--- src/rtl/imem_loader.sv ---
// Byte-stream instruction memory loader: parses a framed little-endian stream,
// writes 32-bit words from address 0 and releases the core on a valid checksum.
//
// state  | meaning
// -------+-----------------------------------------------------------
// HDR0   | waiting for the low byte of the word count
// HDR1   | waiting for the high byte of the word count
// DATA   | assembling words and writing them to instruction memory
// CSUM   | waiting for the checksum byte
// DONE   | frame loaded and checksum matched, core released
// ERR    | overflow or checksum mismatch, core held in reset
module imem_loader #(
   parameter int DEPTH  = 1024,
   parameter int ADDR_W = 10
) (
   input  logic              clk,
   input  logic              rst_n,
   input  logic              start,
   input  logic              in_valid,
   input  logic [7:0]        in_data,
   output logic              in_ready,
   output logic              mem_we,
   output logic [ADDR_W-1:0] mem_addr,
   output logic [31:0]       mem_wdata,
   output logic              core_rst_n,
   output logic              load_done,
   output logic              load_error
);

   typedef enum logic [2:0] {
      S_HDR0,
      S_HDR1,
      S_DATA,
      S_CSUM,
      S_DONE,
      S_ERR
   } state_t;

   localparam logic [15:0]     DEPTH16 = 16'(DEPTH);
   localparam logic [ADDR_W:0] WONE    = {{ADDR_W{1'b0}}, 1'b1};

   state_t            state, state_nxt;
   logic              accept;
   logic [7:0]        cnt_lo;
   logic [15:0]       cnt_hdr;
   logic [ADDR_W:0]   cnt;
   logic [1:0]        byte_cnt;
   logic [ADDR_W:0]   widx;
   logic [ADDR_W:0]   widx_inc;
   logic [23:0]       word_asm;
   logic [7:0]        xsum;

   assign accept   = in_valid && in_ready;
   assign cnt_hdr  = {in_data, cnt_lo};
   assign widx_inc = widx + WONE;

   always_comb begin
      state_nxt = state;
      case (state)
         S_HDR0: if (accept) state_nxt = S_HDR1;
         S_HDR1: begin
            if (accept) begin
               if (cnt_hdr > DEPTH16)    state_nxt = S_ERR;
               else if (cnt_hdr == 16'd0) state_nxt = S_CSUM;
               else                       state_nxt = S_DATA;
            end
         end
         S_DATA: begin
            if (accept && byte_cnt == 2'd3 && widx_inc == cnt) state_nxt = S_CSUM;
         end
         S_CSUM: if (accept) state_nxt = (in_data == xsum) ? S_DONE : S_ERR;
         S_DONE, S_ERR: if (start) state_nxt = S_HDR0;
         default: state_nxt = S_HDR0;
      endcase
   end

   // in_ready is registered from the next state so it never depends on in_valid
   always_ff @(posedge clk or negedge rst_n) begin
      if (!rst_n) begin
         state    <= S_HDR0;
         in_ready <= 1'b0;
      end else begin
         state    <= state_nxt;
         in_ready <= (state_nxt == S_HDR0) || (state_nxt == S_HDR1) ||
                     (state_nxt == S_DATA) || (state_nxt == S_CSUM);
      end
   end

   always_ff @(posedge clk or negedge rst_n) begin
      if (!rst_n) begin
         cnt_lo    <= '0;
         cnt       <= '0;
         byte_cnt  <= '0;
         widx      <= '0;
         word_asm  <= '0;
         xsum      <= '0;
         mem_we    <= 1'b0;
         mem_addr  <= '0;
         mem_wdata <= '0;
      end else begin
         mem_we <= 1'b0;
         case (state)
            S_HDR0: begin
               if (accept) begin
                  cnt_lo <= in_data;
                  xsum   <= xsum ^ in_data;
               end
            end
            S_HDR1: begin
               if (accept) begin
                  cnt      <= cnt_hdr[ADDR_W:0];
                  xsum     <= xsum ^ in_data;
                  byte_cnt <= '0;
               end
            end
            S_DATA: begin
               if (accept) begin
                  xsum     <= xsum ^ in_data;
                  word_asm <= {in_data, word_asm[23:8]};
                  byte_cnt <= byte_cnt + 2'd1;
                  if (byte_cnt == 2'd3) begin
                     mem_we    <= 1'b1;
                     mem_wdata <= {in_data, word_asm};
                     mem_addr  <= widx[ADDR_W-1:0];
                     widx      <= widx_inc;
                  end
               end
            end
            S_DONE, S_ERR: begin
               if (start) begin
                  xsum <= '0;
                  widx <= '0;
               end
            end
            default: ;
         endcase
      end
   end

   assign load_done  = (state == S_DONE);
   assign load_error = (state == S_ERR);
   assign core_rst_n = (state == S_DONE);

endmodule

--- config.mk ---
export PLATFORM = sky130hd
export DESIGN_NAME = imem_loader
export DESIGN_NICKNAME = d
export VERILOG_FILES = /design/src/rtl/imem_loader.sv
export SDC_FILE = /design/constraint.sdc
export NUM_CORES = 1
export LEC_CHECK = 0
export BUFFER_PORTS_ARGS = -buffer_cell sky130_fd_sc_hd__clkbuf_2
export CORE_MARGIN = 2
export CORE_UTILIZATION = 52
export CTS_CLUSTER_DIAMETER = 100
export DETAILED_ROUTE_END_ITERATION = 10
export PLACE_DENSITY = 0.73
export SETUP_SLACK_MARGIN = 0.02
export SLEW_MARGIN = 20
export SYNTH_ARGS = -nofsm -noshare
export SYNTH_HDL_FRONTEND = slang
export SYNTH_SLANG_ARGS = --single-unit
--- constraint.sdc ---
create_clock -name clk -period 1.65 [get_ports clk]
set_clock_uncertainty 0.1 [all_clocks]
set_input_delay 0.495 -clock clk [delete_from_list [all_inputs] [get_ports clk]]
set_output_delay 0.495 -clock clk [all_outputs]
set_load 0.02 [all_outputs]
After elaboration in Yosys (flattened, before gate mapping)
Index checks and enable logic that the tools add are counted.

cells by class
  $add $sub $neg = 2
  magnitude comparators = 1
  equal/unequal tests = 16
  muxes and demuxes = 22
  bitwise operators = 1
  reductions and logical operators = 21

operators with widths
  operator               count
  $mux 11                3
  $pmux 11 s2            1
  $mux 3                 6
  $gt 16x11->1 const B   1
  $logic_not 16->1       1
  $mux 8                 2
  $pmux 8 s2             1
  $pmux 3 s5             1
  $eq 3x2->1 const B     4
  $add 11x1->11 const B  1
  $eq 11x11->1           1
  $reduce_and 3->1       3
  $eq 8x8->1             1
  $ne 2x2->1 const B     4
  $xor 8x8->8            1
  $eq 3x1->1 const B     2
  $eq 3x3->1 const B     2
  $logic_not 3->1        2
  $reduce_and 2->1       3
  $reduce_bool 2->1      3
  $mux 1                 5
  $mux 2                 2
  $pmux 2 s2             1
  $reduce_and 4->1       1
  7 further kinds        11

storage, ports and cells
  register bits after elaboration = 111
  input bits = 12
  output and inout bits = 47
  logic and storage cells = 74

Depth between registers and ports, before layout
Gate-level depths: netlist (run 1).

  depth in word-level cells = 9
  gate-level depth with buffers = 8
  depth with buffers taken out = 7

Worst setup path before layout (run 1)
Ideal clock, no wire load.

  kind = in2reg
  start point = input in_data[3]
  end point = register state[2]
  library setup time = 124 ps
  arrival = 1645 ps
  required time = 1426 ps
  setup slack = -219 ps
  stages on the path = 6
  buffers on the path = 1
  cells stage by stage = buf_2 nor4_1 a31oi_1 nor3_1 nor3_1 or2_1

between the ends
  longest elaborated chain between the ends = 4

ends and longest elaborated chain
  element               line  source
  from (decl)           20    input logic [7:0] in_data,
  $gt 16x11->1          63    if (cnt_hdr > DEPTH16) state_nxt = S_ERR;
  $mux 3                63
  $mux 3                62    if (accept) begin
  $pmux 3 s5            59    case (state)
  net state_nxt[2]      42    state_t state, state_nxt;
  to (signal assigned)  83    state <= state_nxt;
  to (decl)             42

The timed path passes the listed nets, and every way through them passes these cells.
A chain may end at the register's enable or synchronous reset.

Worst setup path after layout (run 1)
  start point = register state[1]
  end point = output load_done

between the ends
  longest elaborated chain between the ends = 1

ends and longest elaborated chain
  element     line  source
  $eq 3x3->1  140   assign load_done = (state == S_DONE);
  to (decl)   26    output logic load_done,

No other way between the ends.

==> results of run 1 <==
-- placed cells by master (no fill, tap or decap), types with 4 or more instances in the layout --
cell type	n
nand2_4	8
o21ai_0	4
clkbuf_2	53
mux2_2	62
buf_4	55
o21ai_2	14
buf_8	7
xnor2_1	17
a22o_1	9
clkbuf_8	11
dfrtp_1	107
nand2_2	29
nand4_1	4
mux2_4	6
and2_4	4
buf_6	20
dfrtp_2	4
o21ai_1	4
nor2b_1	10
nor2_1	8
nor3_1	4
xor2_1	5
nand2_1	23
buf_12	12
nand3_1	6
-- sequential cells by signal (all words and copies together) (netlist names), 3 cells and up --
signal,count
xsum,8
mem_wdata,32
cnt_lo,8
state,3
widx,11
word_asm,24
cnt,11
mem_addr,10
-- cell families after synthesis --
group                    count (synthesis)
flip-flops                             111
adder cells (fa/ha/maj)                  2
AO/OA/AOI/OAI                           55
AND/OR/NAND/NOR                        125
XOR/XNOR                                25
buffers and inverters                   27
multiplexers                            70
-- per-layer routing --
metal,wire (um),GRT usage [%],share of wire [%],up-vias
met5,0,0,0,-
met4,187,7.69,1.4,0
met1,5370,31.7,41,1930
met3,561,4.83,4.3,24
met2,7070,45.5,54,112
li1,-,-,-,1732
-- worst paths after layout --
kind / start / end / slack, ns / cells after the start
worst max-delay path: state[1]$_DFF_PN0_ / load_done / -0.29 / 4
worst min-delay path: in_data[5] / mem_wdata[29]$_DFFE_PN0P_ / 0.38 / 4
worst max register to register: byte_cnt[1]$_DFFE_PN0P_ / widx[6]$_DFFE_PN0P_ / -0.24 / 9
worst min register to register: mem_wdata[25]$_DFFE_PN0P_ / mem_wdata[25]$_DFFE_PN0P_ / 0.40 / 2
max in group asynchronous: rst_n / word_asm[12]$_DFFE_PN0P_ / 0.48 / 3
min in group asynchronous: rst_n / mem_wdata[2]$_DFFE_PN0P_ / 0.45 / 2
-- where the power goes --
| part | total [uW] | switching [uW] | internal, uW |
|---|---|---|---|
| Combinational | 2500 | 1110 | 1400 |
| Sequential | 3510 | 396 | 3110 |
| Clock | 1670 | 1060 | 619 |
-- cell usage after synthesis (2+ instances only) --
cell type / n
mux2_2: 68
or2_1: 2
buf_4: 3
dfrtp_1: 111
buf_2: 13
nor4_1: 2
nor3_1: 6
nand2b_1: 2
a21oi_1: 3
a31oi_1: 3
and3_1: 2
nand2_1: 59
buf_6: 2
a22o_1: 9
o21ai_0: 23
nand4_1: 4
nor2_1: 12
ha_1: 2
xnor2_1: 19
and3b_1: 2
clkbuf_1: 6
nand2_2: 2
o31ai_1: 6
mux2i_1: 2
xor2_1: 6
nor2b_1: 12
nand3_1: 9
and2_1: 4
-- stage by stage --
step | power (uW) | cell area [um^2] | instances | setup TNS, ns
detailed placement | 5430 | 5840 | 636 | -11.24
CTS | 7440 | 6710 | 686 | -6.32
global placement | 5350 | 5840 | 636 | -9.35
global route | 8060 | 7110 | 692 | -14.25
floorplan | 4760 | 5030 | 415 | -0.204
finish | 7690 | 7110 | 692 | -9.06
-- repair_timing --
| item | in CTS | in global routing |
|---|---|---|
| hold buffers | 1 | 0 |
| buffers inserted | 25 | 14 |
| setup endpoints to repair | 88 | 113 |
| resized for setup | 88 | 101 |
| endpoints found under the hold margin | 21 | 0 |
| gates cloned | 8 | 3 |
| pin swaps | 24 | 49 |
-- layout make-up --
class | instances | share of cell area (%)
Sequential cell | 111 | 39.2
Multi-Input combinational cell | 277 | 35.0
Timing Repair Buffer | 157 | 20.4
Tap cell | 129 | 2.27
Clock buffer | 9 | 1.74
Clock inverter | 7 | 1.18
Inverter | 2 | 0.282
-- critical path: cells and delay by family, from the launching register on --
family	cells	cell delay, ns
flip-flops	1	0.41
AND/OR/NAND/NOR	2	0.25
buffers and inverters	2	0.30
==> flow_summary.ini, run 1 <==
[outcome]
status = finished, violations left
violations = setup timing

[sta]
setup_viol = 102
drv_slew = 0
worstMarginPinSlew_ns = 0.360
post-route-min-period_ns = 1.94
fmax_ghz = 0.516
setup_ws_ns = -0.289
hold_viol_final = 0
hold_ws_ns = 0.378
rsz0062_at_grt = true
relSlewSlack_pct = 76.0
finalCritPeriodShare_pct = 118

[layout]
final_util_pct = 76.9
multi_input_area_um2 = 2490
fin_nets = 572
area_growth_pct = 44.1
num-fill-cells = 565
drive_gt1_share_pct = 60.2
seq_area_um2 = 2780
antenna_cells = 0

[detailed_routing]
route.vias.total = 3798
drtIter0Drc = 202
drt_pass1_iterations = 4
wl_per_cell_um = 19.1
drc_errors = 0
wl_mm = 13.2
viasPerCell = 5.49
drtAntennaViolNets = 0

[place]
io_buffers = 58
hpwl_mm = 7.58
place_congestion = 0.830
preCtsSetupSlack_ns = -0.286

[critical_path]
cp.required_ns = 1.05
cpPeakStageDelay_ns = 0.41
end_kind = primary output
worst_setup_path_start_kind = flop
crit_type = reg -> out
critPathMaxFanout = 4
critical-path-slowest-cell = dfrtp_1
worstPathArrival_ns = 1.34
path_cells = buf_6 -> nand2b_4 -> nor2_4 -> clkbuf_8

[pwr]
power_leakage_uw = 0.00348
p_per_area_nw_per_um2 = 1080
vdd_drop_max_v = 0.000752

[yosys]
synth_edf_count = 0
async_reset_ff_share_pct = 100
synth_simple_gate_area_share_pct = 12.3
muxShareOfSynthArea_pct = 15.9
synth-compound-area-share_pct = 7.54
synth_top_family_by_area = multiplexers
synth-xor-area-share_pct = 4.44
syn_nets = 429
yosys.area.top_type = dfrtp_1
synth_flop_cell = dfrtp_1
synth_area_leaders = dfrtp_1 (56%), mux2_2 (16%), nand2_1 (4.5%)
netlist_area_um2 = 4930
synthCells = 415
syn_avg_cell_area_um2 = 11.9
synthAdderAreaFrac_pct = 0.507
synth.top_cell.area_share_pct = 56.3
ys_seq_area_share_pct = 56.3
yosys_warnings = 0
synthDistinctLibCells = 49
synth-seq-cells = 111

[die]
boundaryPins = 59
die_y_um = 101
dieArea_um2 = 10300
core-area_um2 = 9240
dieWidth_um = 101
start_util_pct = 53.4
num_rows = 35

[clock_network]
cts.path.max_buffers = 2
cts_sinks = 111
clkTransAtPathRegs_ns = 0.12
cts_made_buffers = 9
cts_tree = done
clock_latency_ns = 0.39
htreeDepth = 3
cts_root_buf = clkbuf_8

[grt]
grt_pass1_vias = 3905
track_usage_pct = 25.6
overflow = 0
grt_pass1_wl_mm = 19.9
grt_antenna_before_repair = 0
grt_max_degree = 41

[worst_hold_path]
hold_path_class = in -> reg

[run]
maxCapViolCount = 0
Note: power is estimated with default switching activity, not from simulation.
==> run 2: changes to the inputs <==
--- a/config.mk
+++ b/config.mk
@@ -6,12 +6,11 @@
 export NUM_CORES = 1
 export LEC_CHECK = 0
 export BUFFER_PORTS_ARGS = -buffer_cell sky130_fd_sc_hd__clkbuf_2
-export CORE_MARGIN = 2
+export CORE_MARGIN = 4
 export CORE_UTILIZATION = 52
 export CTS_CLUSTER_DIAMETER = 100
 export DETAILED_ROUTE_END_ITERATION = 10
 export PLACE_DENSITY = 0.73
-export SETUP_SLACK_MARGIN = 0.02
 export SLEW_MARGIN = 20
 export SYNTH_ARGS = -nofsm -noshare
 export SYNTH_HDL_FRONTEND = slang
==> run 2 against run 1 <==
Net effect: the run still ends with setup timing left; sequential cell count is the same; critical path depth is the same; sequential power is essentially flat.
==> flow_summary.ini, run 2 (synthesis results as in run 1) <==
[outcome]
status = finished, violations left
violations = setup timing

[die]
dieArea_um2 = 11100
num_rows = 35
core-area_um2 = 9240
boundaryPins = 59
dieWidth_um = 105
die_y_um = 105
start_util_pct = 53.4

[layout]
final_common_cell = dfrtp_1
fin_nets = 559
antenna_cells = 0
regMostFlops = mem_wdata
largest_registers = mem_wdata (32), word_asm (24)
drive_gt1_share_pct = 54.8
layout_common_cells = dfrtp_1 (107), mux2_2 (56), clkbuf_2 (53), buf_4 (52), nand2_1 (41)
largest_register_ffs = 32
area_growth_pct = 38.4
stdcell_area_um2 = 6830
fin_cells = 678

[place]
hpwl_mm = 7.77
preCtsSetupSlack_ns = -0.314
dpl.cell_count = 640
place_congestion = 0.851
postPlaceCellArea_um2 = 5860
io_buffers = 58

[clock_network]
cts_tree = done
htreeDepth = 3
cts_root_buf = clkbuf_8
cts_made_buffers = 9
cts.path.max_buffers = 2
clock_latency_ns = 0.38
cts_sinks = 111
clkTransAtPathRegs_ns = 0.11

[grt]
use_met2_pct = 39.4
grt_pass1_vias = 3977
busiest_layer = met2
grt_max_degree = 31
grt_pass1_wl_mm = 20.3
overflow = 0
track_usage_pct = 23.1
grt_use_met3_pct = 4.35
grt_antenna_before_repair = 0
groute.layer.met1.usage_pct = 29.5

[sta]
finalCritPeriodShare_pct = 118
fin_tns_setup_ns = -9.76
rsz0062_at_grt = true
setup_ws_ns = -0.295
setup_viol = 69
worstMarginPinSlew_ns = 0.437
post-route-min-period_ns = 1.94
drv_slew = 0
hold_viol_final = 0
fmax_ghz = 0.514
relSlewSlack_pct = 70.8

[detailed_routing]
route.vias.total = 3680
drtIter0Drc = 169
drtAntennaViolNets = 0
drc_errors = 0
wl_per_cell_um = 18.2
viasPerCell = 5.43
wl_mm = 12.3
drt_pass1_iterations = 4

[critical_path]
ff2ff_path_depth = 10
end_kind = primary output
path_cells = buf_4 -> nor2b_4 -> and2_4 -> clkbuf_8
reg2reg_to = widx[6]$_DFFE_PN0P_
rrSetupSlack_ns = -0.26
r2r-start = state[1]$_DFF_PN0_
worstPathArrival_ns = 1.35
crit_type = reg -> out
worst_setup_path_start_kind = flop
cp.required_ns = 1.05
critical-path-slowest-cell = dfrtp_1
critPathMaxFanout = 3
cpPeakStageDelay_ns = 0.43

[pwr]
power_leakage_uw = 0.00335
switching_share_pct = 32.4
vdd_drop_max_v = 0.000877
combPwrFrac_pct = 34.6
p_per_area_nw_per_um2 = 1140
power_switching_uw = 2520
total_power_uw = 7790
p_seq_share_pct = 44.8
p_clk_share_pct = 20.6
p_int_uw = 5270

[run]
maxCapViolCount = 0

[worst_hold_path]
hold_path_depth = 2
min_to = mem_addr[3]$_DFFE_PN0P_
hp-start = mem_addr[3]$_DFFE_PN0P_
hold_path_class = reg -> reg
run 2: worst max-delay path by stage:
stage                              from                 end  slack [ns]  depth (start not counted)
finish               state[1]$_DFF_PN0_          load_error       -0.29                          4
global placement             in_data[6]  state[2]$_DFF_PN0_       -0.25                          5
CTS                  state[1]$_DFF_PN0_          load_error       -0.30                          4
detailed placement           in_data[6]  state[2]$_DFF_PN0_       -0.31                          5
global route        widx[0]$_DFFE_PN0P_  state[0]$_DFF_PN0_       -0.34                          6
floorplan           widx[1]$_DFFE_PN0P_  state[0]$_DFF_PN0_       -0.11                          7
run 2: power groups by stage:
| stage | logic, uW | registers (uW) | clock network, uW |
|---|---|---|---|
| final | 2700 | 3490 | 1600 |
| after global routing | 2900 | 3530 | 1750 |
| after CTS | 2360 | 3450 | 1620 |
| after detailed placement | 2040 | 3480 | 0 |
| after global placement | 1990 | 3460 | 0 |
| after floorplan | 1300 | 3430 | 0 |
run 2: layout make-up:
cell class,count,area [um^2]
Sequential cell,111,2780
Fill cell,596,2410
Multi-Input combinational cell,277,2390
Timing Repair Buffer,144,1290
Tap cell,129,161
Clock buffer,9,124
Clock inverter,6,62.6
Inverter,2,20.0
run 2: through the flow:
| stage | hold slack, ns | utilization [%] |
|---|---|---|
| final | 0.386 | 73.9 |
| after global routing | 0.380 | 73.9 |
| after CTS | 0.369 | 71.9 |
| after detailed placement | 0.363 | 63.4 |
| after global placement | 0.357 | 63.4 |
| after floorplan | 0.0994 | - |
run 2: critical path: cells and delay by family (launching register included):
kind	cells	cell delay (ns)
simple gates	2	0.25
buf+inv	2	0.29
flops	1	0.43
run 2: timing repair:
item	in CTS	in global routing
pin swaps	36	17
endpoints found under the hold margin	26	0
hold buffers	1	0
gates cloned	6	0
setup endpoints to repair	102	89
setup buffers	11	6
gates resized for setup	102	45
run 2: metal layers:
layer  vias up  share of wire, %
li1       1704                 -
met1      1873                42
met2        91                52
met3        12               4.1
met4         0               1.3
met5         -                 0
